`src/rtl/led_matrix_if.sv`:
```
// Pin-level bundle between the LED matrix controller and its board/bench.
// UART, control inputs, matrix drives and status outputs travel together.
interface led_matrix_if #(
    parameter int unsigned MATRIX_SIZE = 8
);
    logic                   uart_rx;
    logic                   uart_tx;
    logic [1:0]             roll_ctrl;
    logic                   bright_ctrl;
    logic [MATRIX_SIZE-1:0] row_sel;
    logic [MATRIX_SIZE-1:0] col_r;
    logic [MATRIX_SIZE-1:0] col_g;
    logic [MATRIX_SIZE-1:0] col_b;
    logic [1:0]             bright_state;
    logic [1:0]             led_state;

    modport master (
        output uart_rx, roll_ctrl, bright_ctrl,
        input  uart_tx, row_sel, col_r, col_g, col_b, bright_state, led_state
    );

    modport slave (
        input  uart_rx, roll_ctrl, bright_ctrl,
        output uart_tx, row_sel, col_r, col_g, col_b, bright_state, led_state
    );
endinterface

```
`src/rtl/led_matrix_top.sv`:
```
// 8x8 RGB332 LED matrix controller: UART frame loader with echo, row scan,
// PWM brightness stepped by a debounced button, and horizontal scrolling.
module led_matrix_top #(
    parameter int unsigned MATRIX_SIZE     = 8,
    parameter int unsigned CLK_HZ          = 100000000,
    parameter int unsigned BAUD            = 115200,
    parameter int unsigned ROW_CYCLES      = 1024,
    parameter int unsigned DEBOUNCE_CYCLES = 1000,
    parameter int unsigned SCROLL_CYCLES   = 100000
) (
    input logic        clk,
    input logic        rst_n,
    led_matrix_if.slave bus
);
    localparam int unsigned CLKS_PER_BIT = CLK_HZ / BAUD;
    localparam int unsigned DEPTH = MATRIX_SIZE * MATRIX_SIZE;
    localparam int unsigned CW    = $clog2(MATRIX_SIZE);
    localparam int unsigned AW    = $clog2(DEPTH);
    localparam int unsigned BCW   = $clog2(CLKS_PER_BIT);
    localparam int unsigned TW    = $clog2(ROW_CYCLES);
    localparam int unsigned SW    = $clog2(SCROLL_CYCLES);
    localparam int unsigned DW    = $clog2(DEBOUNCE_CYCLES);
    localparam logic [BCW-1:0] BIT_M1  = BCW'(CLKS_PER_BIT - 1);
    localparam logic [BCW-1:0] HALF_M1 = BCW'(CLKS_PER_BIT / 2 - 1);

    typedef enum logic [1:0] {RxIdle, RxStart, RxData, RxStop} rx_state_e;

    rx_state_e      rx_state_q, rx_state_d;
    logic [BCW-1:0] rx_cnt_q, rx_cnt_d;
    logic [2:0]     rx_bit_q, rx_bit_d;
    logic [7:0]     rx_shift_q, rx_shift_d;
    logic           rx_valid;
    logic           rx_meta_q, rx_sync_q, rx_prev_q;

    logic [9:0]     tx_shift_q;
    logic [3:0]     tx_left_q;
    logic [BCW-1:0] tx_cnt_q;
    logic [7:0]     hold_q;
    logic           hold_full_q;
    logic           tx_busy;

    logic [7:0]     fb_q [DEPTH];
    logic [AW-1:0]  wr_ptr_q;

    logic [TW-1:0]  t_q;
    logic [CW-1:0]  row_q, offset_q, phys_col;
    logic [AW-1:0]  read_addr;
    logic [7:0]     pixel;
    logic           started_q;
    logic [SW-1:0]  scroll_cnt_q;
    logic [MATRIX_SIZE-1:0] line_r_q, line_g_q, line_b_q;
    logic [TW:0]    win_end;
    logic           active;
    logic [1:0]     mode;

    logic           btn_meta_q, btn_sync_q, btn_stable_q;
    logic [DW-1:0]  db_cnt_q;
    logic [1:0]     bright_q;

    always_comb begin
        rx_state_d = rx_state_q;
        rx_cnt_d   = rx_cnt_q + 1'b1;
        rx_bit_d   = rx_bit_q;
        rx_shift_d = rx_shift_q;
        rx_valid   = 1'b0;
        unique case (rx_state_q)
            RxIdle: begin
                rx_cnt_d = '0;
                if (rx_prev_q && !rx_sync_q) rx_state_d = RxStart;
            end
            RxStart: begin
                if (rx_cnt_q == HALF_M1) begin
                    rx_cnt_d   = '0;
                    rx_bit_d   = '0;
                    rx_state_d = rx_sync_q ? RxIdle : RxData;
                end
            end
            RxData: begin
                if (rx_cnt_q == BIT_M1) begin
                    rx_cnt_d   = '0;
                    rx_shift_d = {rx_sync_q, rx_shift_q[7:1]};
                    rx_bit_d   = rx_bit_q + 1'b1;
                    if (rx_bit_q == 3'd7) rx_state_d = RxStop;
                end
            end
            RxStop: begin
                if (rx_cnt_q == BIT_M1) begin
                    rx_cnt_d   = '0;
                    rx_valid   = rx_sync_q;
                    rx_state_d = RxIdle;
                end
            end
            default: rx_state_d = RxIdle;
        endcase
    end

    always_ff @(posedge clk or negedge rst_n) begin
        if (!rst_n) begin
            rx_state_q <= RxIdle;
            rx_cnt_q   <= '0;
            rx_bit_q   <= '0;
            rx_shift_q <= '0;
            rx_meta_q  <= 1'b1;
            rx_sync_q  <= 1'b1;
            rx_prev_q  <= 1'b1;
        end else begin
            rx_state_q <= rx_state_d;
            rx_cnt_q   <= rx_cnt_d;
            rx_bit_q   <= rx_bit_d;
            rx_shift_q <= rx_shift_d;
            rx_meta_q  <= bus.uart_rx;
            rx_sync_q  <= rx_meta_q;
            rx_prev_q  <= rx_sync_q;
        end
    end

    assign tx_busy = (tx_left_q != 4'd0);

    always_ff @(posedge clk or negedge rst_n) begin
        if (!rst_n) begin
            tx_shift_q  <= '1;
            tx_left_q   <= '0;
            tx_cnt_q    <= '0;
            hold_q      <= '0;
            hold_full_q <= 1'b0;
        end else begin
            if (!tx_busy && hold_full_q) begin
                tx_shift_q  <= {1'b1, hold_q, 1'b0};
                tx_left_q   <= 4'd10;
                tx_cnt_q    <= '0;
                hold_full_q <= 1'b0;
            end else if (tx_busy) begin
                if (tx_cnt_q == BIT_M1) begin
                    tx_cnt_q   <= '0;
                    tx_shift_q <= {1'b1, tx_shift_q[9:1]};
                    tx_left_q  <= tx_left_q - 1'b1;
                end else begin
                    tx_cnt_q <= tx_cnt_q + 1'b1;
                end
            end
            // The holding slot frees in the same cycle it is handed to the shifter.
            if (rx_valid && (!hold_full_q || !tx_busy)) begin
                hold_q      <= rx_shift_q;
                hold_full_q <= 1'b1;
            end
        end
    end

    assign bus.uart_tx = tx_busy ? tx_shift_q[0] : 1'b1;

    always_ff @(posedge clk or negedge rst_n) begin
        if (!rst_n) begin
            for (int i = 0; i < DEPTH; i++) fb_q[i] <= '0;
            wr_ptr_q <= '0;
        end else if (rx_valid) begin
            fb_q[wr_ptr_q] <= rx_shift_q;
            wr_ptr_q       <= wr_ptr_q + 1'b1;
        end
    end

    assign mode      = (bus.roll_ctrl == 2'b11) ? 2'b00 : bus.roll_ctrl;
    assign phys_col  = t_q[CW-1:0] + offset_q;
    assign read_addr = {row_q, phys_col};
    assign pixel     = fb_q[read_addr];
    assign win_end   = (TW+1)'((32'(bright_q) + 32'd1) * ROW_CYCLES / 32'd4);
    assign active    = (t_q >= TW'(MATRIX_SIZE)) && ({1'b0, t_q} < win_end);

    always_ff @(posedge clk or negedge rst_n) begin
        if (!rst_n) begin
            t_q          <= '0;
            row_q        <= '0;
            started_q    <= 1'b0;
            offset_q     <= '0;
            scroll_cnt_q <= '0;
            line_r_q     <= '0;
            line_g_q     <= '0;
            line_b_q     <= '0;
        end else begin
            started_q <= 1'b1;
            if (t_q == TW'(ROW_CYCLES - 1)) begin
                t_q   <= '0;
                row_q <= row_q + 1'b1;
            end else begin
                t_q <= t_q + 1'b1;
            end
            if (t_q < TW'(MATRIX_SIZE)) begin
                line_r_q[t_q[CW-1:0]] <= |pixel[7:5];
                line_g_q[t_q[CW-1:0]] <= |pixel[4:2];
                line_b_q[t_q[CW-1:0]] <= |pixel[1:0];
            end
            if (scroll_cnt_q == SW'(SCROLL_CYCLES - 1)) begin
                scroll_cnt_q <= '0;
                if (mode == 2'b10) offset_q <= offset_q + 1'b1;
                else if (mode == 2'b01) offset_q <= offset_q - 1'b1;
            end else begin
                scroll_cnt_q <= scroll_cnt_q + 1'b1;
            end
        end
    end

    assign bus.row_sel   = started_q ? (MATRIX_SIZE'(1) << row_q) : '0;
    assign bus.col_r     = active ? line_r_q : '0;
    assign bus.col_g     = active ? line_g_q : '0;
    assign bus.col_b     = active ? line_b_q : '0;
    assign bus.led_state = mode;

    always_ff @(posedge clk or negedge rst_n) begin
        if (!rst_n) begin
            btn_meta_q   <= 1'b1;
            btn_sync_q   <= 1'b1;
            btn_stable_q <= 1'b1;
            db_cnt_q     <= '0;
            bright_q     <= 2'b11;
        end else begin
            btn_meta_q <= bus.bright_ctrl;
            btn_sync_q <= btn_meta_q;
            if (btn_sync_q == btn_stable_q) begin
                db_cnt_q <= '0;
            end else if (db_cnt_q == DW'(DEBOUNCE_CYCLES - 1)) begin
                db_cnt_q     <= '0;
                btn_stable_q <= btn_sync_q;
                if (!btn_sync_q) bright_q <= bright_q + 1'b1;
            end else begin
                db_cnt_q <= db_cnt_q + 1'b1;
            end
        end
    end

    assign bus.bright_state = bright_q;
endmodule

```
`src/flat_wrapper.sv`:
```
// flat-port wrapper written by rule: the top's interface ports become plain ports
module led_matrix_top_flat 
#(
    parameter int unsigned MATRIX_SIZE     = 8,
    parameter int unsigned CLK_HZ          = 100000000,
    parameter int unsigned BAUD            = 115200,
    parameter int unsigned ROW_CYCLES      = 1024,
    parameter int unsigned DEBOUNCE_CYCLES = 1000,
    parameter int unsigned SCROLL_CYCLES   = 100000
)
  (clk, rst_n, bus_uart_rx, bus_roll_ctrl, bus_bright_ctrl, bus_uart_tx, bus_row_sel, bus_col_r, bus_col_g, bus_col_b, bus_bright_state, bus_led_state);
  led_matrix_if #(.MATRIX_SIZE(MATRIX_SIZE)) bus_i ();
  input logic clk;
  input logic rst_n;
  input wire logic [$bits(bus_i.uart_rx)-1:0] bus_uart_rx;
  input wire logic [$bits(bus_i.roll_ctrl)-1:0] bus_roll_ctrl;
  input wire logic [$bits(bus_i.bright_ctrl)-1:0] bus_bright_ctrl;
  output wire logic [$bits(bus_i.uart_tx)-1:0] bus_uart_tx;
  output wire logic [$bits(bus_i.row_sel)-1:0] bus_row_sel;
  output wire logic [$bits(bus_i.col_r)-1:0] bus_col_r;
  output wire logic [$bits(bus_i.col_g)-1:0] bus_col_g;
  output wire logic [$bits(bus_i.col_b)-1:0] bus_col_b;
  output wire logic [$bits(bus_i.bright_state)-1:0] bus_bright_state;
  output wire logic [$bits(bus_i.led_state)-1:0] bus_led_state;
  assign bus_i.uart_rx = bus_uart_rx;
  assign bus_i.roll_ctrl = bus_roll_ctrl;
  assign bus_i.bright_ctrl = bus_bright_ctrl;
  assign bus_uart_tx = bus_i.uart_tx;
  assign bus_row_sel = bus_i.row_sel;
  assign bus_col_r = bus_i.col_r;
  assign bus_col_g = bus_i.col_g;
  assign bus_col_b = bus_i.col_b;
  assign bus_bright_state = bus_i.bright_state;
  assign bus_led_state = bus_i.led_state;
  led_matrix_top #(.MATRIX_SIZE(MATRIX_SIZE), .CLK_HZ(CLK_HZ), .BAUD(BAUD), .ROW_CYCLES(ROW_CYCLES), .DEBOUNCE_CYCLES(DEBOUNCE_CYCLES), .SCROLL_CYCLES(SCROLL_CYCLES)) u_core (.clk(clk), .rst_n(rst_n), .bus(bus_i));
endmodule
```
`config.mk`:
```
export PLATFORM = sky130hd
export DESIGN_NAME = led_matrix_top_flat
export DESIGN_NICKNAME = d
export VERILOG_FILES = /design/src/rtl/led_matrix_if.sv /design/src/rtl/led_matrix_top.sv /design/src/flat_wrapper.sv
export SDC_FILE = /design/constraint.sdc
export NUM_CORES = 1
export LEC_CHECK = 0
export ABC_AREA = 1
export CORE_MARGIN = 2
export CORE_UTILIZATION = 40
export DETAILED_ROUTE_END_ITERATION = 10
export PLACE_DENSITY_LB_ADDON = 0.3
export SYNTH_ARGS = -nofsm -noshare
export SYNTH_HDL_FRONTEND = slang
export SYNTH_SLANG_ARGS = --single-unit
```
`constraint.sdc`:
```
create_clock -name clk -period 4.6 [get_ports clk]
set_input_delay 1.38 -clock clk [delete_from_list [all_inputs] [get_ports clk]]
set_output_delay 1.38 -clock clk [all_outputs]
set_load 0.02 [all_outputs]
```
==> metrics.txt <==
Antenna Nets Post-Route=0; worst r2r path cells=16; Yosys reg bits=649; R2R Path Start=u_core.t_q[0]; largest net degree at the start of global routing=123; DR WL/cell=15.98 um; Die Ht=276.6 um; most frequent cells in the layout=nand2_1, dfrtp_1, o21ai_0; syn_area_per_cell=8.174 um2; EDFF count, synth=0; share of layout cells above drive strength 1=0.05908; Final #Nets=3,616; std cell rows=99; Placement Cell Area=0.03081 mm2; setup violators final=0; GRT Overall Usage=0.1935; initial antenna violation count=0; Mapped Cells=3,635; final non-filler cell total=4,598; fillers=7,195; Cells on Worst Hold Path=0; CP peak stage delay=0.60 ns; FF-to-FF End=u_core.line_r_q[5]; setup slack at placement=0.5230 ns; clock power share=0.450; CP Max Fanout=10; number of distinct library cells after synthesis=42; CP startpoint kind=register; DR iter-0 viols=1,960; Top delay family on crit path=buffers and inverters; Buffers on Ports=42; CP Capture Type=output pin; CP max stage cell=dfrtp_1; Clk Latency, worst-skew pair=0.62 ns; Comb pwr share=0.108; period utilization=0.9185; total die area=0.07648 mm2; Overflow after GRT=0; crit path buf inv count=3; setup TNS=0 ns; internal cell power=9.857 mW; Die Width=276.6 um; multi-input combinational cell area=0.01137 mm2; Primary FF master, synth=dfrtp_1; Crit Path Class=register to output pin; Post-CTS Repair Setup Buffers=0; via/cell ratio=5.042; flop2flop setup slack=1.13 ns; crit path time final=4.225 ns; status=finished, final reports clean; min-delay worst type=register to register; register area=0.01626 mm2; CTS clock-pin slew for the worst setup and hold paths=0.06 ns; setup ws final=0.3751 ns; Num CTS Buffers=72; H-tree depth reported by CTS=3; Final HPWL DP=43,320 um; Core Region=0.07321 mm2; VDD IR-drop max=0.2394 mV; commonest non-fill, non-tap cell in the layout=nand2_1; power per cell area=398.2 mW/mm2; switching component of the power=3.391 mW; post-synth net total=3,669; Max-cap violations=0; sequential fraction of the synthesis area=0.5473; initial core utilization=0.4059; switching share of total power=0.2559; vias in the first global route=21,910; DR pass1 iterations=6; Residual DRC=0; final setup skew=0.03330 ns; arrival time at the worst endpoint=2.84 ns; hold_ws=0.3496 ns; n_diodes=0; Max Clock Freq=236.7 MHz; I/O Pins=43; worst endpoint required time=3.22 ns; RSZ-0062 raised after global routing=no; Final Hold Vio Count=0; maximum clock insertion buffer count=3; Util after Layout=0.4544; Area growth, synth to finish=11.95%; Synth async-reset ratio=1.000; via total after detailed routing=23,180; Routed WL=73,480 um; final instance area=0.03327 mm2; first-pass GRT wire length=120,600 um; CP Cell Sequence=clkinv_1 -> ha_1 -> inv_1 -> nor2_1 -> clkdlybuf4s50_1; Leakage=15.35 nW; Worst Hold Launch=u_core.btn_meta_q; Yosys warning count=0; GP Congestion=0.7913; CTS sink count=649; Root Driver=clkbuf_16; Tot Pwr=13.25 mW; Syn Std Cell Area=0.02971 mm2; Post-CTS Hold Fix Bufs=0; TritonCTS clock tree=built; Rel. slew slack=0.2440; placed cells=4,467; Hold EP=u_core.btn_sync_q; max-slew violation count=0; cells resized by post-CTS repair=0; Sequential Power Share=0.442; Worst Tran Pin Value=1.132 ns
## Yosys cell counts (3+ instances only)
master    instances  area share
nor4_1            8      0.0017
dfrtp_1         632        0.53
nand4_4           4      0.0029
nor3b_1           3     0.00076
a21oi_1          17      0.0029
nand3_1         205       0.035
o211ai_1          9      0.0023
nor3_1           31      0.0052
clkbuf_1        143       0.018
o22ai_1           6      0.0013
ha_1             26       0.011
dfstp_2          17       0.015
nand3b_1          7      0.0018
nand2_4          20      0.0076
nor2_1          316       0.040
buf_4             4      0.0010
buf_2            28      0.0047
or2_2             6      0.0013
xnor2_1           8      0.0024
buf_1             4     0.00051
nand4_1          15      0.0032
o21ai_0         511       0.086
nand2_1        1102        0.14
xor2_1           19      0.0056
buf_6            21      0.0080
o21ai_1         161       0.027
inv_1           292       0.037
## per-layer routing
| metal | track usage | part of all wire | vias to the layer above |
|---|---|---|---|
| met5 | 0 | 0 | - |
| met4 | 0.05843 | 0.022 | 0 |
| met3 | 0.02670 | 0.050 | 98 |
| met2 | 0.3056 | 0.45 | 496 |
| met1 | 0.2769 | 0.48 | 11050 |
| li1 | - | - | 11540 |
## power by group through the flow
stage	logic, mW	registers, mW	clock network, mW
after CTS	1.44	5.85	6.08
after detailed placement	1.43	5.95	0
final	1.43	5.85	5.97
after global placement	1.43	5.95	0
after global routing	1.60	5.86	6.33
after floorplan	0.849	5.94	0
## logic make-up after synthesis
group           after synthesis  synth area share
flops                       649            0.5473
mux                           2         0.0006738
xor+xnor                     27          0.007959
buf+inv                     496           0.07074
simple gates               1721            0.2394
compound gates              711            0.1215
other cells                   1         0.0001262
fa+ha+maj                    28           0.01230
## sequential cells by signal (all words and copies together), names as in the netlist, 4 cells and up, named ones only
signal	flops
u_core.db_cnt_q	10
u_core.fb_q	512
u_core.hold_q	8
u_core.line_b_q	8
u_core.line_g_q	8
u_core.line_r_q	8
u_core.rx_cnt_q	10
u_core.rx_shift_q	8
u_core.scroll_cnt_q	17
u_core.t_q	10
u_core.tx_cnt_q	10
u_core.tx_left_q	4
u_core.tx_shift_q	9
u_core.wr_ptr_q	6
## final cells by class
| cell class | count | share of cell area |
|---|---|---|
| clock buffers | 108 | 0.06518 |
| clock inverters | 23 | 0.008538 |
| inverters | 294 | 0.03332 |
| multi-input cells | 2490 | 0.3418 |
| flip-flops and latches | 649 | 0.4888 |
| well taps | 959 | 0.03607 |
| repair buffers | 75 | 0.02625 |
## worst max path at each step
stage                             endpoint                       start  slack, ns  depth (start not counted)
after floorplan               bus_col_b[1]  u_core.bus.bright_state[0]       1.34                          7
after global placement    bus_led_state[1]            bus_roll_ctrl[0]       0.50                          4
after detailed placement  bus_led_state[1]            bus_roll_ctrl[1]       0.52                          3
after CTS                     bus_col_r[3]  u_core.bus.bright_state[0]       0.35                          8
after global routing          bus_col_r[2]  u_core.bus.bright_state[0]       0.25                          8
final                       bus_row_sel[1]             u_core.row_q[1]       0.38                          5
(Power assumes the default switching activity.)
